--- config.mk ---
export PLATFORM = sky130hd
export DESIGN_NAME = pattern_count_engine_flat
export DESIGN_NICKNAME = d
export VERILOG_FILES = /design/src/rtl/pattern_count_engine_if.sv /design/src/rtl/pattern_count_engine.sv /design/src/flat_wrapper.sv
export SDC_FILE = /design/constraint.sdc
export NUM_CORES = 1
export LEC_CHECK = 0
export ABC_AREA = 1
export ABC_CLOCK_PERIOD_IN_PS = 9100
export CAP_MARGIN = 20
export CORE_AREA = 8 8 104 106
export CTS_BUF_LIST = sky130_fd_sc_hd__clkbuf_4 sky130_fd_sc_hd__clkbuf_8
export DETAILED_ROUTE_END_ITERATION = 16
export DIE_AREA = 0 0 112 114
export SLEW_MARGIN = 20
export SYNTH_ARGS = -nofsm -noshare
export SYNTH_HDL_FRONTEND = slang
export SYNTH_SLANG_ARGS = --single-unit
--- constraint.sdc ---
create_clock -name clk -period 9.1 [get_ports clk]
set_input_delay 1.82 -clock clk [delete_from_list [all_inputs] [get_ports clk]]
set_output_delay 1.82 -clock clk [all_outputs]
set_load 0.005 [all_outputs]
--- src/rtl/pattern_count_engine_if.sv ---
// pattern_count_engine_if: memory-side handshake bundle for pattern_count_engine
// start/done  : one-cycle run request and completion level
// rd_addr/rd_data : combinational read port (data valid in the same cycle)
// wr_en/wr_addr/wr_data : registered write port
interface pattern_count_engine_if;
    logic       start;
    logic       done;
    logic [7:0] rd_addr;
    logic [7:0] rd_data;
    logic       wr_en;
    logic [7:0] wr_addr;
    logic [7:0] wr_data;
    modport master (output start, rd_data, input done, rd_addr, wr_en, wr_addr, wr_data);
    modport slave  (input start, rd_data, output done, rd_addr, wr_en, wr_addr, wr_data);
endinterface

--- src/rtl/pattern_count_engine.sv ---
// pattern_count_engine: counts 5-bit pattern hits in a 32-byte message and writes three totals back
// clk   : rising-edge clock
// reset : synchronous active-high, clears all state
// bus   : slave side of pattern_count_engine_if (start/done, read port, write port)
module pattern_count_engine #(
    parameter logic [7:0] MSG_BASE = 8'd0,
    parameter int         MSG_LEN  = 32,
    parameter logic [7:0] PAT_ADDR = 8'd32,
    parameter logic [7:0] OUT_ADDR = 8'd33
) (
    input logic clk,
    input logic reset,
    pattern_count_engine_if.slave bus
);
    typedef enum logic [2:0] {IDLE, LDPAT, SCAN, WR0, WR1, WR2, DONE} state_t;
    state_t     state_q;
    logic [4:0] idx_q, pat_q;
    logic [7:0] prev_q, ctb_q, cts_q, ctb_d, cts_d;
    logic [5:0] cto_q, cto_d;
    logic       done_q, wr_en_q;
    logic [7:0] wr_addr_q, wr_data_q;
    logic [15:0] win;
    logic [2:0] inb;
    logic [3:0] crs;
    logic       last;
    assign last = idx_q == 5'(MSG_LEN - 1);
    // inb: windows starting inside the current byte; crs: windows starting in the previous byte
    always_comb begin
        win = {prev_q, bus.rd_data};
        inb = '0;
        crs = '0;
        for (int k = 0; k < 4; k++) inb = inb + {2'b0, bus.rd_data[k +: 5] == pat_q};
        for (int k = 0; k < 8; k++) crs = crs + {3'b0, win[15 - k -: 5] == pat_q};
        ctb_d = ctb_q + {5'b0, inb};
        cto_d = cto_q + {5'b0, inb != 3'd0};
        // the last byte has no successor, so its own in-byte windows close out the crossing count
        cts_d = cts_q + (idx_q != 5'd0 ? {4'b0, crs} : 8'd0) + (last ? {5'b0, inb} : 8'd0);
    end
    assign bus.rd_addr = state_q == LDPAT ? PAT_ADDR : state_q == SCAN ? MSG_BASE + {3'b0, idx_q} : 8'd0;
    assign bus.done    = done_q;
    assign bus.wr_en   = wr_en_q;
    assign bus.wr_addr = wr_addr_q;
    assign bus.wr_data = wr_data_q;
    always_ff @(posedge clk) begin
        if (reset) begin
            state_q   <= IDLE;
            idx_q     <= '0;
            pat_q     <= '0;
            prev_q    <= '0;
            ctb_q     <= '0;
            cto_q     <= '0;
            cts_q     <= '0;
            done_q    <= 1'b0;
            wr_en_q   <= 1'b0;
            wr_addr_q <= '0;
            wr_data_q <= '0;
        end else begin
            wr_en_q <= 1'b0;
            case (state_q)
                IDLE, DONE: if (bus.start) begin
                    ctb_q   <= '0;
                    cto_q   <= '0;
                    cts_q   <= '0;
                    idx_q   <= '0;
                    prev_q  <= '0;
                    done_q  <= 1'b0;
                    state_q <= LDPAT;
                end
                LDPAT: begin
                    pat_q   <= bus.rd_data[7:3];
                    state_q <= SCAN;
                end
                SCAN: begin
                    ctb_q   <= ctb_d;
                    cto_q   <= cto_d;
                    cts_q   <= cts_d;
                    prev_q  <= bus.rd_data;
                    idx_q   <= idx_q + 5'd1;
                    state_q <= last ? WR0 : SCAN;
                end
                WR0: begin
                    wr_en_q   <= 1'b1;
                    wr_addr_q <= OUT_ADDR;
                    wr_data_q <= ctb_q;
                    state_q   <= WR1;
                end
                WR1: begin
                    wr_en_q   <= 1'b1;
                    wr_addr_q <= OUT_ADDR + 8'd1;
                    wr_data_q <= {2'b0, cto_q};
                    state_q   <= WR2;
                end
                WR2: begin
                    wr_en_q   <= 1'b1;
                    wr_addr_q <= OUT_ADDR + 8'd2;
                    wr_data_q <= cts_q;
                    done_q    <= 1'b1;
                    state_q   <= DONE;
                end
                default: state_q <= IDLE;
            endcase
        end
    end
endmodule
--- src/flat_wrapper.sv ---
// flat-port wrapper written by rule: the top's interface ports become plain ports
module pattern_count_engine_flat 
#(
    parameter logic [7:0] MSG_BASE = 8'd0,
    parameter int         MSG_LEN  = 32,
    parameter logic [7:0] PAT_ADDR = 8'd32,
    parameter logic [7:0] OUT_ADDR = 8'd33
)
  (clk, reset, bus_start, bus_rd_data, bus_done, bus_rd_addr, bus_wr_en, bus_wr_addr, bus_wr_data);
  pattern_count_engine_if bus_i ();
  input logic clk;
  input logic reset;
  input wire logic [$bits(bus_i.start)-1:0] bus_start;
  input wire logic [$bits(bus_i.rd_data)-1:0] bus_rd_data;
  output wire logic [$bits(bus_i.done)-1:0] bus_done;
  output wire logic [$bits(bus_i.rd_addr)-1:0] bus_rd_addr;
  output wire logic [$bits(bus_i.wr_en)-1:0] bus_wr_en;
  output wire logic [$bits(bus_i.wr_addr)-1:0] bus_wr_addr;
  output wire logic [$bits(bus_i.wr_data)-1:0] bus_wr_data;
  assign bus_i.start = bus_start;
  assign bus_i.rd_data = bus_rd_data;
  assign bus_done = bus_i.done;
  assign bus_rd_addr = bus_i.rd_addr;
  assign bus_wr_en = bus_i.wr_en;
  assign bus_wr_addr = bus_i.wr_addr;
  assign bus_wr_data = bus_i.wr_data;
  pattern_count_engine #(.MSG_BASE(MSG_BASE), .MSG_LEN(MSG_LEN), .PAT_ADDR(PAT_ADDR), .OUT_ADDR(OUT_ADDR)) u_core (.clk(clk), .reset(reset), .bus(bus_i));
endmodule
Word level (Yosys, flattened, before mapping)
Cells that the tools add are included.
{ "totals": {"word_cells": 76, "in_bits": 11, "ff_bits": 61} }
{ "op_classes": {"eq_ne": 20, "reduce_logical": 10, "addsub": 15, "muxes": 20} }
{ "ops": {"columns": ["op", "count"], "rows": [
  ["$eq A5 B5 Y1", 12],
  ["$pmux W8 S2", 3],
  ["$pmux W8 S3", 2],
  ["$add A4 B1 Y4", 6],
  ["$pmux W3 S6", 1],
  ["$add A8 B8 Y8", 2],
  ["$mux W8", 2],
  ["$pmux W6 S2", 1],
  ["$mux W5", 2],
  ["$pmux W5 S2", 1],
  ["$eq A3 B3 Y1 const B", 3],
  ["$add A8 B3 Y8", 1],
  ["$add A3 B1 Y3", 2],
  ["$add A6 B1 Y6", 1],
  ["$eq A3 B2 Y1 const B", 2],
  ["$mux W3", 2],
  ["$mux W6", 1],
  ["$reduce_bool A3 Y1", 2],
  ["$add A5 B1 Y5 const B", 1],
  ["$eq A5 B5 Y1 const B", 1],
  ["$reduce_bool A5 Y1", 1],
  ["$add A1 B1 Y2", 2],
  ["$mux W4", 1],
  ["$reduce_and A2 Y1", 2],
  ["8 further kinds", 11]
]} }

Depth between registers and ports, before layout
{ "depth": {"word_depth": 12, "depth_mapped": 27, "depth_no_buf": 25} }

Worst setup path before layout
No wires, ideal clock.
{ "synth_timing": {"path_type": "input -> register", "startpoint": "in bus_rd_data[5]", "endpoint": "reg u_core.cts_q[7]", "stages": 22, "path_buffers": 1, "arrival_time_ns": 6.080, "path_slack_ns": 2.908, "setup_ns": 0.113, "required_ns": 8.987, "path_cell_list": "clkbuf_1 -> nor2_1 -> nor3b_1 -> nand3_1 -> fa_1 -> inv_1 -> fa_1 -> fa_1 -> inv_1 -> fa_1 -> inv_1 -> nand2_1 -> fa_1 -> inv_1 -> ha_1 -> fa_1 -> nand2_1 -> nand2_1 -> o21ai_0 -> nor2_1 -> nor2_1 -> nor2_1"} }
{ "synth_between": {"elab_chain_len": 7, "word_cells_on_any_way": 15, "classes_between": "add/sub (7); eq/ne (5); mux (3)"} }
{ "synth_lines": {"columns": ["element", "line", "rtl"], "rows": [
  ["start: declaration", "flat_wrapper.sv:14", "input wire logic [$bits(bus_i.rd_data)-1:0] bus_rd_data;"],
  ["$eq A5 B5 Y1 (on tied branches)", "pattern_count_engine.sv:33, pattern_count_engine.sv:32", null],
  ["$add A4 B1 Y4 or $add A1 B1 Y2 (tied branches)", "pattern_count_engine.sv:33, pattern_count_engine.sv:32", null],
  ["$add A4 B1 Y4 or $add A3 B1 Y3 (tied branches)", "pattern_count_engine.sv:33, pattern_count_engine.sv:32", null],
  ["$mux W4 or $add A3 B1 Y3 (tied branches)", "pattern_count_engine.sv:37, pattern_count_engine.sv:32", null],
  ["$add A8 B8 Y8 or $mux W3 (tied branches)", "pattern_count_engine.sv:37", "cts_d = cts_q + (idx_q != 5'd0 ? {4'b0, crs} : 8'd0) + (last ? {5'b0, inb} : 8'd0);"],
  ["$add A8 B8 Y8 *", "pattern_count_engine.sv:37", null],
  ["$pmux W8 S2 *", "pattern_count_engine.sv:59", "case (state_q)"],
  ["end signal: assignment", "pattern_count_engine.sv:76", "cts_q <= cts_d;"],
  ["end: declaration", "pattern_count_engine.sv:18", "logic [7:0] prev_q, ctb_q, cts_q, ctb_d, cts_d;"]
]} }
Mark *: on every way between the ends. The rest lies on a longest branch, timed or not.
A chain may end at the register's enable or synchronous reset.

Worst setup path in the final report
Same ends and word-level chain as after synthesis.

==> summary.md <==
| Metric | Value |
|---|---|
| P per Cell Area | `249.7 nW/µm²` |
| Worst r2r dst | `u_core.cts_q[7]$_SDFFE_PP0P_` |
| Crit path arrival time | `6.80 ns` |
| Crit-path max cell delay | `0.67 ns` |
| Grt total ovfl | `0` |
| GRT met3 Usage | `between 3 and 4%` |
| CP max-delay cell | `clkdlybuf4s50_1` |
| Synth area leader | `dfxtp_1` |
| Vias per cell | `between 5 and 6` |
| Post-CTS Setup Bufs | `0` |
| GR Util met2 | `a little over a quarter` |
| Area of the mapped netlist | `about 4000 µm²` |
| Synth area leaders | `dfxtp_1, nand2_1, inv_1` |
| Crit path buffers/inverters | `5` |
| Hold Violations, Final | `0` |
| Depth of the worst register-to-register path | `24` |
| CTS tree | `done` |
| Root buffer cell | `clkbuf_8` |
| Filler cell count | `slightly below 1k` |
| Die H | `~110 µm` |
| Initial antenna violation count | `0` |
| CP required | `around 9.4 ns` |
| Leak | `roughly 1.8 nW` |
| RSZ-0062 raised after global routing | `false` |
| Status | `completed` |
| Period utilization | `between 70% and 80%` |
| Largest net degree at the start of global routing | `38` |
| Crit path max fanout | `9` |
| Top cell type's share of synthesized area | `roughly 28%` |
| Post-placement cell count | `between 700 and 800` |
| Worst-Skew Late Latency | `~0.32 ns` |
| TNS Setup | `0 ns` |
| H-Tree Depth | `2` |
| Crit end category | `flip-flop` |
| Worst-path clk slew | `about 0.11 ns` |
| Setup crit end | `u_core.cts_q[7]$_SDFFE_PP0P_` |
| Tmin final | `between 6 and 7 ns` |
| Crit path kind | `in2reg` |
| Max Fclk | `152.8 MHz` |
| Mean post-synth cell area | `roughly 6.8 µm²` |
| Drt drc | `0` |
| FF/Latch Area | `around 1100 µm²` |
| Area of the multi-input gates | `about 2400 µm²` |
| Worst Setup Start Kind | `input pin` |
| Core area | `between 9000 and 10000 µm²` |
| Detailed Route Iter0 Violations | `between 200 and 300` |
| CTS buffer count | `5` |
| Num rows | `35` |
| CTS Buffer Depth | `2` |
| WL final | `between 10 and 15 mm` |
| Yosys cell types | `39` |
| CP dominant cell by count | `fa_1` |
| DR vias | `slightly below 4k` |
| VDD IR-drop max | `about 0.13 mV` |
| Die area | `12770 µm²` |
| DR WL/cell | `between 15 and 20 µm` |
| Worst hold path type | `reg2reg` |
| Number of synthesized flops with an enable pin | `0` |
| Post-CTS Resized | `0` |
| Skew final | `around 0.015 ns` |
| Vias in the first global route | `about 3.6k` |
| Met1 Resource Use GR | `a little under a quarter` |
| Predominant post-synthesis flop cell | `dfxtp_1` |
| Async SR Flop Fraction | `0%` |
| R2R setup slack | `about 3.3 ns` |
| CTS sink count | `56` |
| GR peak layer | `met2` |
| Final Max Tran Viols | `0` |
| Max-cap viol count | `0` |
| Hold_buf cts | `0` |
| Worst path depth | `23` |
| Worst-path cell chain | `clkdlybuf4s50_1 > nor2_1 > nor3b_1 > nand3_1 > fa_1 > inv_1 > fa_1 > fa_1 > inv_1 > fa_1 > inv_1 > nand2_1 > fa_1 > inv_1 > ha_1 > fa_1 > nand2_1 > nand2_1 > o21ai_0 > nor2_1 > nand2_1 > nand2_1 > nor2_1` |
| I/O Buffers | `29` |
| TritonRoute pass-1 iters | `4` |
| Final HPWL DP | `approximately 7.6 mm` |
| Worst-Margin Slew | `0.9674 ns` |
| GRT Total Usage | `about 17%` |
| Synth-to-Final Area Change | `7.911%` |
| Critical path's top delay family | `adder cells` |
| Critical Path Start | `bus_rd_data[5]` |
| Num ports | `37` |
| Post-route ant nets | `0` |
| Final setup fails | `0` |
| Post-Syn Instances | `597` |
| Cell Count, Final, Fillers Out | `approximately 710` |
| Register bit total from synthesis | `56` |
| Share of cells above drive strength 1 | `roughly 4.3%` |
| Die width | `112 µm` |
| Slew HR | `around 35%` |
| Seq/Total Area, Yosys | `between 20 and 30%` |
| Placer Congestion | `between 0.8 and 0.9` |
| Nets | `between 600 and 700` |
| Initial Util | `roughly 44%` |
| Antenna diode count | `0` |
| Ys Warns | `0` |
| RR Startpoint | `u_core.pat_q[2]$_SDFFE_PP0P_` |
| First-pass GRT wire length | `18.01 mm` |
-- cells in the final DEF, fill, tap and decap left out, drive strengths merged --
master	synthesis	routed
clkbuf	16	5
nor2	47	47
fa	10	10
nand3	50	50
nand2	136	136
dfxtp	56	56
ha	19	19
a31oi	1	1
clkinv	2	3
o211ai	5	5
xor2	17	17
nor4	6	6
conb	1	7
clkinvlp	0	1
xnor2	5	5
clkdlybuf4s50	0	29
nand4	8	8
buf	25	1
o2111ai	5	5
nand3b	2	2
nor3b	2	2
o22ai	7	7
o21ai	44	44
inv	73	74
a21oi	48	48
nor3	6	6
or2	6	6
-- routing by layer --
layer  share of wire, %  vias to the layer above
met4               0.90                        0
li1                   -                     1927
met2                 45                      112
met3                6.0                        9
met5                  0                        -
met1                 48                     1837
-- synthesized netlist by cell type (7+ instances only) --
cell type and number:
nand4_1 8, fa_1 10, buf_2 12, o21ai_0 39
a21oi_1 48, o22ai_1 7, buf_4 8, dfxtp_1 56
nor2_1 45, xor2_1 17, nand3_1 50, ha_1 19
clkbuf_1 16, inv_1 71, nand2_1 132
-- stage by stage --
stage                     util (%)  hold WS (ns)  total power [mW]  area (µm²)  worst slack [ns]
after floorplan                  -        0.4418            0.8173        4071             2.908
after global placement       46.98        0.4547            0.9523        4279             2.283
after detailed placement     46.98        0.4561            0.9501        4279             2.185
after CTS                    47.97        0.4738             1.104        4369             2.522
after global routing         47.97        0.4843             1.214        4369             2.233
final                        47.97        0.4703             1.091        4369             2.554
-- power by group --
part | switching, mW | internal [mW] | total, mW
Clock | 0.0918 | 0.0551 | 0.147
Sequential | 0.0583 | 0.269 | 0.328
Combinational | 0.379 | 0.238 | 0.616
-- state kept, by name, indices dropped and copies added (netlist names) --
name and cells:
u_core.bus.done 1, u_core.bus.wr_addr 3, u_core.bus.wr_data 8, u_core.bus.wr_en 1, u_core.ctb_q 8, u_core.cto_q 6
u_core.cts_q 8, u_core.idx_q 5, u_core.pat_q 5, u_core.prev_q 8, u_core.state_q 3
-- worst min-delay path, delay by kind of cell, from the launching register on --
kind	cells	cell delay [ns]
flops	1	0.32
simple gates	1	0.06
compound gates	1	0.05
-- layout make-up --
cell class	instances	area share, %
Inverter	75	6.529
Clock buffer	5	1.575
Tap cell	111	3.179
Sequential cell	56	25.66
Multi-Input combinational cell	431	55.76
Timing Repair Buffer	30	6.816
Clock inverter	3	0.4868
-- worst min-delay path by stage --
stage | to | startpoint | cells past startpoint | slack (ns)
final | u_core.idx_q[3]$_SDFFE_PP0P_ | u_core.idx_q[3]$_SDFFE_PP0P_ | 2 | 0.47
after global routing | u_core.idx_q[3]$_SDFFE_PP0P_ | u_core.idx_q[3]$_SDFFE_PP0P_ | 2 | 0.48
after CTS | u_core.idx_q[3]$_SDFFE_PP0P_ | u_core.idx_q[3]$_SDFFE_PP0P_ | 2 | 0.47
after detailed placement | u_core.idx_q[3]$_SDFFE_PP0P_ | u_core.idx_q[3]$_SDFFE_PP0P_ | 2 | 0.46
after global placement | u_core.bus.done$_SDFFE_PP0P_ | u_core.bus.done$_SDFFE_PP0P_ | 2 | 0.45
after floorplan | u_core.idx_q[3]$_SDFFE_PP0P_ | u_core.idx_q[3]$_SDFFE_PP0P_ | 2 | 0.44
-- logic make-up (layout without fill, tap and decap cells) --
kind of cell | Yosys count | after routing | share of synthesized area [%]
xor gates and xnor gates | 22 | 22 | 4.759
buffers and inverters | 116 | 113 | 12.70
and+or+nand+nor | 263 | 263 | 28.68
DFF | 56 | 56 | 27.69
other | 1 | 7 | 0.09262
adders and majority gates | 29 | 29 | 10.82
AOI/OAI and AO/OA | 110 | 110 | 15.27
No activity file was read; power rests on OpenSTA's default activity.
